## config.mk

```make
export PLATFORM = sky130hd
export DESIGN_NAME = mult_product_accumulator
export DESIGN_NICKNAME = d
export VERILOG_FILES = /design/src/rtl/mult_product_accumulator.sv
export SDC_FILE = /design/constraint.sdc
export NUM_CORES = 1
export LEC_CHECK = 0
export CORE_MARGIN = 2
export CORE_UTILIZATION = 33
export CTS_BUF_LIST = sky130_fd_sc_hd__clkbuf_4 sky130_fd_sc_hd__clkbuf_8
export DETAILED_ROUTE_END_ITERATION = 6
export GPL_TIMING_DRIVEN = 0
export HOLD_SLACK_MARGIN = 0.12
export SKIP_LAST_GASP = 1
export SLEW_MARGIN = 20
export SYNTH_ARGS = -nofsm -noshare
export SYNTH_HDL_FRONTEND = slang
export SYNTH_SLANG_ARGS = --single-unit
```

## constraint.sdc

```tcl
create_clock -name clk -period 5.4 [get_ports clk]
set_clock_uncertainty 0.05 [all_clocks]
set_input_delay 0.81 -clock clk [delete_from_list [all_inputs] [get_ports clk]]
set_output_delay 0.81 -clock clk [all_outputs]
set_load 0.03 [all_outputs]
```

## src/rtl/mult_product_accumulator.sv

```systemverilog
// mult_product_accumulator
//   Downstream stage of the 64x64 multiplier. It sums a burst of unsigned
//   128-bit products into a wide accumulator. When the beat tagged "last" is
//   accepted, it presents the total, the term count and a sticky overflow
//   flag on a valid/ready result port.
//
// Handshake (both ports): a transfer happens on a rising clk edge where
//   valid & ready are both 1. A source holds valid and its payload stable
//   until that edge. ready never depends on valid.
//
// Ports
//   clk           in   system clock, rising edge
//   rst_n         in   asynchronous active-low reset
//   i_prod_valid  in   product beat valid
//   o_prod_ready  out  block can accept a beat (registered, state only)
//   i_prod        in   [PROD_W] unsigned product
//   i_prod_last   in   beat is the final term of the burst
//   i_acc_clear   in   discard the partial burst (ignored while holding)
//   o_res_valid   out  result held and valid
//   i_res_ready   in   downstream accepts the result
//   o_res_sum     out  [ACC_W] accumulated sum
//   o_res_cnt     out  [CNT_W] number of terms (saturating)
//   o_res_ovf     out  sum overflowed ACC_W during the burst
//   o_dbg_state   out  current FSM state (0 = ACCUM, 1 = HOLD)
//
// Build option
//   MULT_ACC_SAT_EN defined: an add with carry-out loads all-ones into the
//   accumulator instead of the wrapped value. Undefined: modular wrap.
//   res_ovf flags the event in both builds.

module mult_product_accumulator #(
  parameter int PROD_W = 128,
  parameter int ACC_W  = 136,
  parameter int CNT_W  = 8
) (
  input  logic              clk,
  input  logic              rst_n,
  input  logic              i_prod_valid,
  output logic              o_prod_ready,
  input  logic [PROD_W-1:0] i_prod,
  input  logic              i_prod_last,
  input  logic              i_acc_clear,
  output logic              o_res_valid,
  input  logic              i_res_ready,
  output logic [ACC_W-1:0]  o_res_sum,
  output logic [CNT_W-1:0]  o_res_cnt,
  output logic              o_res_ovf,
  output logic              o_dbg_state
);

  typedef enum logic {
    ST_ACCUM = 1'b0,
    ST_HOLD  = 1'b1
  } state_t;

  typedef logic [ACC_W:0] sum_t;

  localparam logic [CNT_W-1:0] CNT_MAX = '1;

  state_t             r_state;
  logic               r_prod_ready;
  logic [ACC_W-1:0]   r_acc;
  logic [CNT_W-1:0]   r_cnt;
  logic               r_ovf;
  logic               r_res_valid;
  logic [ACC_W-1:0]   r_res_sum;
  logic [CNT_W-1:0]   r_res_cnt;
  logic               r_res_ovf;

  logic               w_accept;
  logic [ACC_W-1:0]   w_acc_base;
  logic [CNT_W-1:0]   w_cnt_base;
  logic               w_ovf_base;
  sum_t               w_sum;
  logic               w_carry;
  logic [ACC_W-1:0]   w_acc_next;
  logic [CNT_W-1:0]   w_cnt_next;
  logic               w_ovf_next;

  // r_prod_ready is only ever 1 in ACCUM, so an accept implies ACCUM.
  assign w_accept = i_prod_valid & r_prod_ready;

  // A clear in the same cycle as a beat discards the old partial sum, so
  // the beat starts a fresh burst: clear selects zero as the add base.
  assign w_acc_base = i_acc_clear ? '0 : r_acc;
  assign w_cnt_base = i_acc_clear ? '0 : r_cnt;
  assign w_ovf_base = i_acc_clear ? 1'b0 : r_ovf;

  // One extra bit on the adder captures the carry-out of the ACC_W add.
  assign w_sum   = sum_t'(w_acc_base) + sum_t'(i_prod);
  assign w_carry = w_sum[ACC_W];

`ifdef MULT_ACC_SAT_EN
  // Once saturated, any further add (even +0) keeps all-ones: all-ones plus
  // a nonzero product carries again, and plus zero is unchanged.
  assign w_acc_next = w_carry ? '1 : w_sum[ACC_W-1:0];
`else
  assign w_acc_next = w_sum[ACC_W-1:0];
`endif

  assign w_cnt_next = (w_cnt_base == CNT_MAX) ? CNT_MAX : w_cnt_base + 1'b1;
  assign w_ovf_next = w_ovf_base | w_carry;

  always_ff @(posedge clk or negedge rst_n) begin
    if (!rst_n) begin
      r_state      <= ST_ACCUM;
      r_prod_ready <= 1'b1;
      r_acc        <= '0;
      r_cnt        <= '0;
      r_ovf        <= 1'b0;
      r_res_valid  <= 1'b0;
      r_res_sum    <= '0;
      r_res_cnt    <= '0;
      r_res_ovf    <= 1'b0;
    end else begin
      case (r_state)
        ST_ACCUM: begin
          if (w_accept) begin
            r_acc <= w_acc_next;
            r_cnt <= w_cnt_next;
            r_ovf <= w_ovf_next;
            if (i_prod_last) begin
              r_res_sum    <= w_acc_next;
              r_res_cnt    <= w_cnt_next;
              r_res_ovf    <= w_ovf_next;
              r_res_valid  <= 1'b1;
              r_prod_ready <= 1'b0;
              r_state      <= ST_HOLD;
            end
          end else if (i_acc_clear) begin
            r_acc <= '0;
            r_cnt <= '0;
            r_ovf <= 1'b0;
          end
        end
        ST_HOLD: begin
          // acc_clear is ignored here; the pending result is never dropped.
          if (r_res_valid && i_res_ready) begin
            r_res_valid  <= 1'b0;
            r_acc        <= '0;
            r_cnt        <= '0;
            r_ovf        <= 1'b0;
            r_prod_ready <= 1'b1;
            r_state      <= ST_ACCUM;
          end
        end
        default: begin
          r_state      <= ST_ACCUM;
          r_prod_ready <= 1'b1;
        end
      endcase
    end
  end

  assign o_prod_ready = r_prod_ready;
  assign o_res_valid  = r_res_valid;
  assign o_res_sum    = r_res_sum;
  assign o_res_cnt    = r_res_cnt;
  assign o_res_ovf    = r_res_ovf;
  assign o_dbg_state  = r_state;

endmodule

```

### Yosys cells after proc, flatten, opt, wreduce, memory -nomap -nowiden

Cells that the tools add are included.

| storage, ports and cells | value |
|---|---|
| bits in registers | 293 |
| bits of input ports | 134 |
| word-level logic and storage cells | 45 |

| operators by class | value |
|---|---|
| add/sub/neg operators | 2 |
| equal/unequal tests | 4 |
| muxes and demuxes | 24 |
| bitwise gates (word level) | 3 |
| reduce and logical (&&, ||, !) cells | 3 |

Operators by type and width:

| kind | count |
|---|---|
| $mux 136 | 3 |
| $pmux 136 s2 | 1 |
| $add 136x128->137 | 1 |
| $mux 8 | 4 |
| $pmux 8 s2 | 1 |
| $mux 1 | 11 |
| $add 8x1->8 const B | 1 |
| $eq 8x8->1 const B | 1 |
| $pmux 1 s2 | 4 |
| $reduce_and 3->1 | 2 |
| $ne 2x2->1 const B | 2 |
| $ne 2x1->1 const B | 1 |
| $and 1x1->1 | 1 |
| $logic_and 1x1->1 | 1 |
| $not 1->1 | 1 |
| $or 1x1->1 | 1 |

### Depth between registers and ports, before layout

Gate-level depths: netlist of run 1.

| logic depth | value |
|---|---|
| depth in word-level cells | 5 |
| depth in mapped cells | 24 |
| gate-level depth less buffers | 15 |

### Worst setup path after synthesis of run 1

OpenSTA, ideal clock, no wires.

| path | value |
|---|---|
| path kind | in2reg |
| start | input port i_acc_clear |
| end | register r_acc[132] |
| library setup time | 0.126 ns |
| arrival time | 5.923 ns |
| required time | 5.224 ns |
| path slack | -0.699 ns |
| stages | 23 |
| buffers on the path | 10 |
| cells stage by stage | buf_2 > buf_2 > buf_2 > buf_2 > buf_2 > buf_1 > buf_1 > clkbuf_1 > clkbuf_1 > nor2b_1 > ha_1 > clkbuf_1 > nand4_1 > nor3_2 > or4b_2 > nor3_1 > nor2b_1 > a211oi_2 > a211oi_2 > o21ai_2 > o41ai_4 > nor3_1 > a221o_1 |

| on the way | value |
|---|---|
| longest elaborated chain between the ends | 4 |

Ends and longest elaborated chain:

| what | line | source |
|---|---|---|
| start, declared | 42 | `input logic i_acc_clear,` |
| $mux 136 * | - |  |
| $add 136x128->137 | 90 | `assign w_sum = sum_t'(w_acc_base) + sum_t'(i_prod);` |
| $mux 136 * | 118 | `if (w_accept) begin` |
| $pmux 136 s2 * | 116 | `case (r_state)` |
| end signal, assigned | 119 | `r_acc <= w_acc_next;` |
| end, declared | 62 | `logic [ACC_W-1:0] r_acc;` |

Every way passes the cells marked *; elsewhere a longest branch is shown, timed or not.
A chain may end at the register's enable or synchronous reset.

### Worst setup path in the final report of run 1

| path | value |
|---|---|
| start | input port i_acc_clear |
| end | register r_acc[108] |

The elaborated chain is that of the path after synthesis.

==> flow_summary.toml, run 1 <==
[status]
status = "completed"

[setup_path]
critPathLaunchType = "primary input"
crit_type = "in -> reg"
end_kind = "flip-flop"
required_ps = 5860
cp_max_fo = 28
worstPathArrival_ps = 5610

[yosys]
synth_compound_area_share_pct = 25.9
syn_inst = 2673
synth_xor_area_share_pct = 6.84
synth-edff-count = 0
yosys.area.top_type = "dfrtp_1"
async_reset_ff_share_pct = 100
synth_area_leaders = "dfrtp_1, nand2_1, ha_1"
synth_ff_type = "dfrtp_1"
yosys_warnings = 0
synth_top_family_by_area = "compound AO/OA/AOI/OAI gates"
ys_types = 99
synth_area_um2 = 21900
ys_ff_latch = 293
yosys-mux-area-fraction_pct = 1.74
synth_top_area_share_pct = 33.4
avgSynthCellArea_um2 = 8.20
syn_nets = 2912
synth_simple_gate_area_share_pct = 21.2
synth-seq-area-share_pct = 33.5
synthAdderAreaFrac_pct = 6.45

[routing]
wire_per_inst_um = 20.5
drc = 0
drt_iter0_drc = 1651
final_antenna_net_count = 0
firstDrtPassIters = 5
vias_per_cell = 5.43
wirelength_mm = 80.6
vias = 21300

[clocking]
cts_buffers = 54
cts_tree = "done"
insertion_delay_ps = 660
clkSinkCount = 293
cts_root_buf = "clkbuf_8"
cts_max_level = 2
cts_buffer_depth = 3
clk_pin_slew_ps = 60

[sta]
rsz0062_at_grt = "false"
slew_violations = 0
setup_viol = 0
max_slew_margin_pct = 27.7
hold_violations = 0
timing.final.crit_share_pct = 95.3
worst_slew_pin_slew_ps = 1080
min_period_ps = 5150
clock.fmax_mhz = 194

[global_route]
first_global_vias = 20900
grt_max_degree = 95
antenna_found_initial = 5
grt_overflow = 0
grt_pass1_wl_mm = 123
grt_use_total_pct = 23.3

[place]
io_buffers = 273
dp_cells = 3814
hpwlAfterDp_mm = 62.9
finalWeightedCongestion = 0.951
placed_cell_area_um2 = 25900

[power]
leakage_nw = 12.1
vdd_drop_max_v = 0.000122
power_density_nw_per_um2 = 188

[layout]
drive_above_1_share_pct = 9.84
layoutNonFillerInstCount = 3926
nFillCells = 6723
final_nets = 3256
final_common_cell = "nand2_1"
syn_to_final_growth_pct = 26.5
final_cell_mix = "nand2_1, dfrtp_1, clkdlybuf4s50_1, a21oi_1, o21ai_0"
stdcell_area_um2 = 27700

[floorplan]
start_util_pct = 33.3
die_x_um = 262
die_y_um = 262
ios = 282
rows = 94
coreArea_um2 = 65700
die-area_um2 = 68500

[flow_run]
cap_violations = 0

[hold_path]
worstHoldPathType = "reg -> reg"
==> area by class of cell <==
cell class	instances	area [µm²]	area share [%]
Clock buffer	84	1070	3.86
Timing Repair Buffer	300	3020	10.9
Buffer	171	798	2.88
Clock inverter	13	148	0.533
Sequential cell	293	7330	26.5
Tap cell	864	1080	3.90
Inverter	69	259	0.935
Antenna cell	4	10.0	0.0361
Multi-Input combinational cell	2128	14000	50.5
==> critical path: stages <==
cell	delay, ps
clkbuf_2	140
buf_6	140
buf_12	190
buf_8	170
buf_8	170
buf_8	180
clkbuf_8	200
nor2b_1	60
ha_1	320
a21o_1	170
a21o_1	170
maj3_1	380
or4_4	600
a21oi_4	170
a2111oi_4	70
buf_6	160
a211oi_4	310
o31ai_4	150
a211o_4	410
a31oi_2	230
xor2_1	230
o21ai_0	110
==> sequential cells by signal (all words and copies together) (netlist names) <==
register / count
o_res_cnt: 8
o_dbg_state: 1
o_res_ovf: 1
r_ovf: 1
o_res_sum: 136
r_acc: 136
o_prod_ready: 1
o_res_valid: 1
r_cnt: 8
==> kinds of logic (layout without fill, tap and decap cells) <==
family,Yosys count,in the layout
xor+xnor,168,168
fa+ha+maj,115,115
compound gates,859,859
flops,293,293
simple gates,952,952
buf+inv,252,637
mux,34,34
other cells,0,4
==> what timing repair did <==
item | in CTS | in global routing
endpoints found under the setup margin | 258 | 73
resized for setup | 67 | 28
hold buffers | 1 | 0
gates cloned | 0 | 0
pin swaps | 20 | 15
endpoints found under the hold margin | 52 | 0
setup buffers | 14 | 8
==> metal layers <==
metal / share of wire, % / global-route usage [%] / wire length [µm] / vias to the layer above
li1: - / - / - / 10300
met1: 46 / 32.5 / 37000 / 10200
met2: 45 / 37.2 / 36500 / 663
met3: 6.1 / 3.71 / 4910 / 114
met4: 2.6 / 6.61 / 2100 / 2
met5: 0.016 / 0 / 13 / -
==> cell usage after synthesis, types with 61 or more instances <==
master,instances
nand2_1,407
dfrtp_1,292
o21ai_0,210
a21oi_1,206
clkbuf_1,153
nor2b_1,146
nor2_1,145
xnor2_1,110
ha_1,105
a22o_1,75
nand4_1,74
inv_1,68
a21o_1,61
==> metrics by stage <==
| stage | utilization, % | power [mW] | hold slack, ps | TNS [ps] | worst slack, ps |
|---|---|---|---|---|---|
| 6_report | 42.1 | 5.20 | 421 | 0 | 254 |
| 5_1_grt | 42.1 | 5.42 | 452 | 0 | 86.8 |
| 4_1_cts | 41.9 | 5.27 | 424 | 0 | 8.64 |
| 3_5_place_dp | 39.4 | 2.80 | 412 | -469640 | -2770 |
| 3_3_place_gp | 39.2 | 2.79 | 404 | -3374630 | -9990 |
| 2_1_floorplan | - | 2.51 | 391 | -19.0 | -19.0 |
==> power by group <==
group          total, mW         switching (mW)  internal (mW)
Sequential          2.20  0.0000000000000000384           2.20
Clock               2.43                   1.03           1.40
Combinational      0.572                  0.368          0.204
Total               5.20                   1.40           3.80
==> worst paths after layout <==
check | startpoint | to | slack (ps) | depth (start not counted)
max | i_acc_clear | r_acc[108] | 250 | 22
min | r_acc[101] | r_acc[101] | 420 | 2
max reg2reg | r_acc[9] | o_res_sum[127] | 1180 | 14
min reg2reg | r_acc[101] | r_acc[101] | 420 | 2
max in group asynchronous | rst_n | r_acc[102] | 3420 | 4
min in group asynchronous | rst_n | r_acc[17] | 610 | 2
Power figures use the tool's default switching activity.
==> inputs of run 2 (changes only) <==
--- a/config.mk
+++ b/config.mk
@@ -5,12 +5,14 @@
 export SDC_FILE = /design/constraint.sdc
 export NUM_CORES = 1
 export LEC_CHECK = 0
+export ABC_CLOCK_PERIOD_IN_PS = 5400
 export CORE_MARGIN = 2
 export CORE_UTILIZATION = 33
 export CTS_BUF_LIST = sky130_fd_sc_hd__clkbuf_4 sky130_fd_sc_hd__clkbuf_8
 export DETAILED_ROUTE_END_ITERATION = 6
 export GPL_TIMING_DRIVEN = 0
 export HOLD_SLACK_MARGIN = 0.12
+export PLACE_DENSITY_LB_ADDON = 0.3
 export SKIP_LAST_GASP = 1
 export SLEW_MARGIN = 20
 export SYNTH_ARGS = -nofsm -noshare
==> run 2 against run 1 <==
Critical path depth is 2 higher. Clock power is 9.9% higher. Global-route usage is 0.22 points lower. Largest cell class unchanged. Largest power group unchanged. Die area stayed put.
==> flow_summary.toml, run 2 (same netlist as run 1, synthesis figures left out) <==
[layout]
final_util_pct = 42.2
drive_above_1_share_pct = 10.0
final_nets = 3247
nFillCells = 6623
syn_to_final_growth_pct = 26.8
final_cell_mix = "nand2_1, dfrtp_1, clkdlybuf4s50_1, o21ai_0, a21oi_1"
layoutNonFillerInstCount = 3920
final_common_cell = "nand2_1"
multi_input_area_um2 = 14000
seq_area_um2 = 7330

[routing]
firstDrtPassIters = 5
vias_per_cell = 5.44
wirelength_mm = 80.4
vias = 21300
drt_iter0_drc = 1959
final_antenna_net_count = 0
wire_per_inst_um = 20.5
drc = 0

[sta]
rsz0062_at_grt = "false"
min_period_ps = 5190
clock.fmax_mhz = 193
whs_ps = 421
hold_violations = 0
setup_tns_ps = 0
slew_violations = 0
fin_ws_ps = 213
setup_viol = 0
timing.final.crit_share_pct = 96.1
max_slew_margin_pct = 29.4
worst_slew_pin_slew_ps = 1060

[setup_path]
cp_max_fo = 28
r2r_cells = 15
required_ps = 5870
r2r_end = "o_res_sum[133]"
critPathLaunchType = "primary input"
crit_type = "in -> reg"
r2r_slack_ps = 1060
worstPathArrival_ps = 5660
r2r-start = "r_acc[5]"
end_kind = "flip-flop"

[floorplan]
start_util_pct = 33.3
die_x_um = 262
ios = 282
die-area_um2 = 68500
coreArea_um2 = 65700
die_y_um = 262
rows = 94

[place]
io_buffers = 273
finalWeightedCongestion = 0.958
hpwlAfterDp_mm = 62.2
dpl_worst_slack_ps = -2740
dp_cells = 3813

[power]
vdd_drop_max_v = 0.000149
power_density_nw_per_um2 = 196
leakage_nw = 12.0

[clocking]
cts_root_buf = "clkbuf_8"
clk_pin_slew_ps = 60
cts_buffers = 53
insertion_delay_ps = 670
cts_buffer_depth = 3
clkSinkCount = 293
cts_max_level = 2
cts_tree = "done"

[global_route]
grt_pass1_wl_mm = 123
grt_overflow = 0
grt_use_total_pct = 23.1
grt_max_degree = 90
first_global_vias = 20800
antenna_found_initial = 4

[flow_run]
cap_violations = 0

[hold_path]
min_from = "o_res_sum[20]"
worstHoldPathType = "reg -> reg"
holdPathEnd = "o_res_sum[20]"
min_path_cells = 2

[status]
status = "completed"
[run 2: worst max path at each step]
stage / to / start / depth (start not counted)
5_1_grt: o_res_sum[133] / i_acc_clear / 23
2_1_floorplan: r_acc[132] / i_acc_clear / 24
3_3_place_gp: r_acc[106] / rst_n / 1
3_5_place_dp: o_res_sum[130] / i_acc_clear / 25
4_1_cts: o_res_sum[104] / i_acc_clear / 22
6_report: r_acc[128] / i_acc_clear / 24
[run 2: critical path, cell delays in order]
cell and delay (ps):
clkbuf_2 150, buf_6 140, buf_12 180, buf_8 180, buf_8 170, buf_8 180
clkbuf_8 210, nor2b_1 60, ha_1 330, a21o_1 170, a21o_1 170, maj3_1 390
or4_4 600, a21oi_4 180, a2111oi_4 70, buf_4 180, a211oi_4 360, a211oi_4 160
o21ai_2 310, o41ai_4 90, buf_4 180, buf_4 140, a22oi_1 130, nand2_1 80
[run 2: timing repair]
item | in CTS | in global routing
setup buffers | 11 | 5
hold buffers | 1 | 0
resized for setup | 66 | 42
pin swaps | 12 | 12
setup endpoints to repair | 258 | 76
hold endpoints to repair | 43 | 0
[run 2: through the flow]
| stage | total power, mW | area [µm²] |
|---|---|---|
| 6_report | 5.43 | 27800 |
| 2_1_floorplan | 2.51 | 22000 |
| 5_1_grt | 5.65 | 27800 |
| 4_1_cts | 5.49 | 27600 |
| 3_3_place_gp | 2.79 | 25800 |
| 3_5_place_dp | 2.79 | 25900 |
[run 2: metal layers]
metal	track usage [%]	up-vias	part of all wire, %
met5	0	-	0.016
met4	7.97	2	3.6
met3	3.84	143	6.2
met2	36.3	656	44
met1	32.0	10300	46
li1	-	10300	-
[run 2: where the power goes]
group	internal, mW	total, mW	switching [mW]
clock network	1.59	2.67	1.07
registers	2.20	2.20	0.0000000000000000338
logic	0.204	0.572	0.368
[run 2: final cells by class]
| class | instances | share of cell area (%) |
|---|---|---|
| Antenna cell | 3 | 0.0270 |
| Inverter | 69 | 0.933 |
| Clock buffer | 72 | 3.30 |
| Timing Repair Buffer | 293 | 10.6 |
| Buffer | 170 | 2.86 |
| Sequential cell | 293 | 26.4 |
| Tap cell | 864 | 3.89 |
| Clock inverter | 28 | 1.47 |
| Multi-Input combinational cell | 2128 | 50.5 |
==> inputs of run 3 (changes only) <==
--- a/config.mk
+++ b/config.mk
@@ -5,7 +5,7 @@
 export SDC_FILE = /design/constraint.sdc
 export NUM_CORES = 1
 export LEC_CHECK = 0
-export ABC_CLOCK_PERIOD_IN_PS = 5400
+export ABC_CLOCK_PERIOD_IN_PS = 4500
 export CORE_MARGIN = 2
 export CORE_UTILIZATION = 33
 export CTS_BUF_LIST = sky130_fd_sc_hd__clkbuf_4 sky130_fd_sc_hd__clkbuf_8
==> constraint.sdc (replaced) <==
create_clock -name clk -period 4.5 [get_ports clk]
set_clock_uncertainty 0.05 [all_clocks]
set_input_delay 0.675 -clock clk [delete_from_list [all_inputs] [get_ports clk]]
set_output_delay 0.675 -clock clk [all_outputs]
set_load 0.03 [all_outputs]
==> run 3 against run 2 <==
Core utilization rose by 0.94 points. Sequential power rose by 20%. Via count grew 1.4%. Critical path depth did not move. Cell area rose by 2.2%. Flip-flop and latch count unchanged. Worst hold slack worse by 39 ps. Combinational power increased by 27%. Global-route usage increased by 0.26 points. Sequential share of layout area fell by 0.58 points. Critical endpoint is now r_acc[132].
==> flow_summary.toml, run 3 (same netlist as run 1, synthesis figures left out) <==
[layout]
final_cell_mix = "nand2_1, dfrtp_1, clkdlybuf4s50_1, o21ai_0, a21oi_1"
layoutNonFillerInstCount = 3947
syn_to_final_growth_pct = 29.6
final_common_cell = "nand2_1"
drive_above_1_share_pct = 12.0
final_nets = 3277

[clocking]
cts_max_level = 2
cts_buffer_depth = 3
clk_pin_slew_ps = 60
cts_root_buf = "clkbuf_8"
clkSinkCount = 293
cts_tree = "done"
insertion_delay_ps = 660
cts_buffers = 54

[global_route]
antenna_found_initial = 4
grt_pass1_wl_mm = 124
grt_use_total_pct = 23.3
grt_overflow = 0
first_global_vias = 20800
grt_max_degree = 87

[setup_path]
critPathLaunchType = "primary input"
end_kind = "flip-flop"
worstPathArrival_ps = 4900
r2r_slack_ps = 220
cp_max_fo = 8
required_ps = 4980
crit_type = "in -> reg"

[sta]
setup_tns_ps = 0
worst_slew_pin_slew_ps = 1120
hold_violations = 0
fin_ws_ps = 75.1
min_period_ps = 4420
timing.final.crit_share_pct = 98.3
slew_violations = 0
max_slew_margin_pct = 25.5
setup_viol = 0
clock.fmax_mhz = 226

[routing]
met2WireLength_mm = 36.8
wirelength_mm = 81.6
wl_met3_mm = 5.37
top_layer = "met5"
drt_iter0_drc = 1625
wire_per_inst_um = 20.7
firstDrtPassIters = 5
drc = 0
vias_per_cell = 5.48
wl_met1_mm = 36.8
vias = 21600
final_antenna_net_count = 0

[power]
vdd_drop_max_v = 0.000166
leakage_nw = 12.4
power_density_nw_per_um2 = 226
total_power_mw = 6.42

[status]
status = "completed"

[floorplan]
coreArea_um2 = 65700
start_util_pct = 33.3
rows = 94
die-area_um2 = 68500
die_y_um = 262
die_x_um = 262
ios = 282

[place]
hpwlAfterDp_mm = 62.7
io_buffers = 273
dpl_worst_slack_ps = -2730
dp_cells = 3814
finalWeightedCongestion = 0.953

[hold_path]
worstHoldPathType = "in -> reg"

[flow_run]
cap_violations = 0
==> run 3: cell count changes in the layout (fill, tap and decap cells not counted), moves of 6 or more <==
cell,change
clkbuf_1,-7
clkbuf_4,+9
o21ai_1,+6
buf_4,+22
o21ai_0,-6
clkbuf_8,+7
==> run 3: layer usage <==
| layer | global-route usage (%) | vias to the layer above |
|---|---|---|
| li1 | - | 10300 |
| met1 | 32.3 | 10400 |
| met2 | 37.1 | 732 |
| met3 | 3.79 | 149 |
| met4 | 7.37 | 4 |
| met5 | 0 | - |
==> run 3: layout make-up <==
class,count,area [µm²]
clock buffers,82,1010
multi-input cells,2128,14300
inverters,69,259
flip-flops and latches,293,7330
fillers,6550,37400
well taps,864,1080
repair buffers,328,3340
plain buffers,164,845
clock inverters,16,258
diodes,3,7.51
==> run 3: worst paths after layout <==
check	cells after the start	endpoint	startpoint
worst max-delay path	24	r_acc[132]	i_acc_clear
worst min-delay path	3	r_acc[2]	i_prod[2]
worst max register to register	18	r_acc[132]	r_acc[1]
worst min register to register	2	o_res_sum[15]	o_res_sum[15]
max in group asynchronous	4	r_acc[45]	rst_n
min in group asynchronous	2	o_res_sum[123]	rst_n
==> run 3: critical path, stage by stage <==
cell and delay, ps:
buf_6 120, buf_12 140, buf_16 150, clkbuf_16 160
clkbuf_16 140, nor2b_4 130, ha_4 140, buf_4 100
ha_4 130, nand2_2 70, a21oi_4 180, a311oi_4 120
buf_12 170, nor4_4 250, a2bb2oi_2 130, a2111oi_4 370
buf_6 180, a211oi_4 90, a211oi_4 420, o21ai_4 120
o41ai_4 360, buf_6 180, nor3_1 50, a221o_1 280
==> run 3: timing repair <==
item,CTS,global route
setup buffers,19,29
pin swaps,36,25
endpoints found under the hold margin,41,0
gates resized for setup,80,39
endpoints found under the setup margin,256,94
hold buffers,1,0
gates cloned,3,0
==> run 3: through the flow <==
| step | area [µm²] | hold slack, ps | utilization [%] |
|---|---|---|---|
| 2_1_floorplan | 22200 | 329 | - |
| 3_3_place_gp | 26000 | 404 | 39.6 |
| 3_5_place_dp | 26200 | 412 | 39.8 |
| 4_1_cts | 28000 | 337 | 42.6 |
| 5_1_grt | 28400 | 383 | 43.2 |
| 6_report | 28400 | 382 | 43.2 |
==> run 3: power by group <==
part                  switching [mW]  internal, mW  total (mW)
Clock                           1.24          1.83        3.06
Combinational                  0.454         0.271       0.724
Sequential     0.0000000000000000489          2.64        2.64
Total                           1.69          4.73        6.42
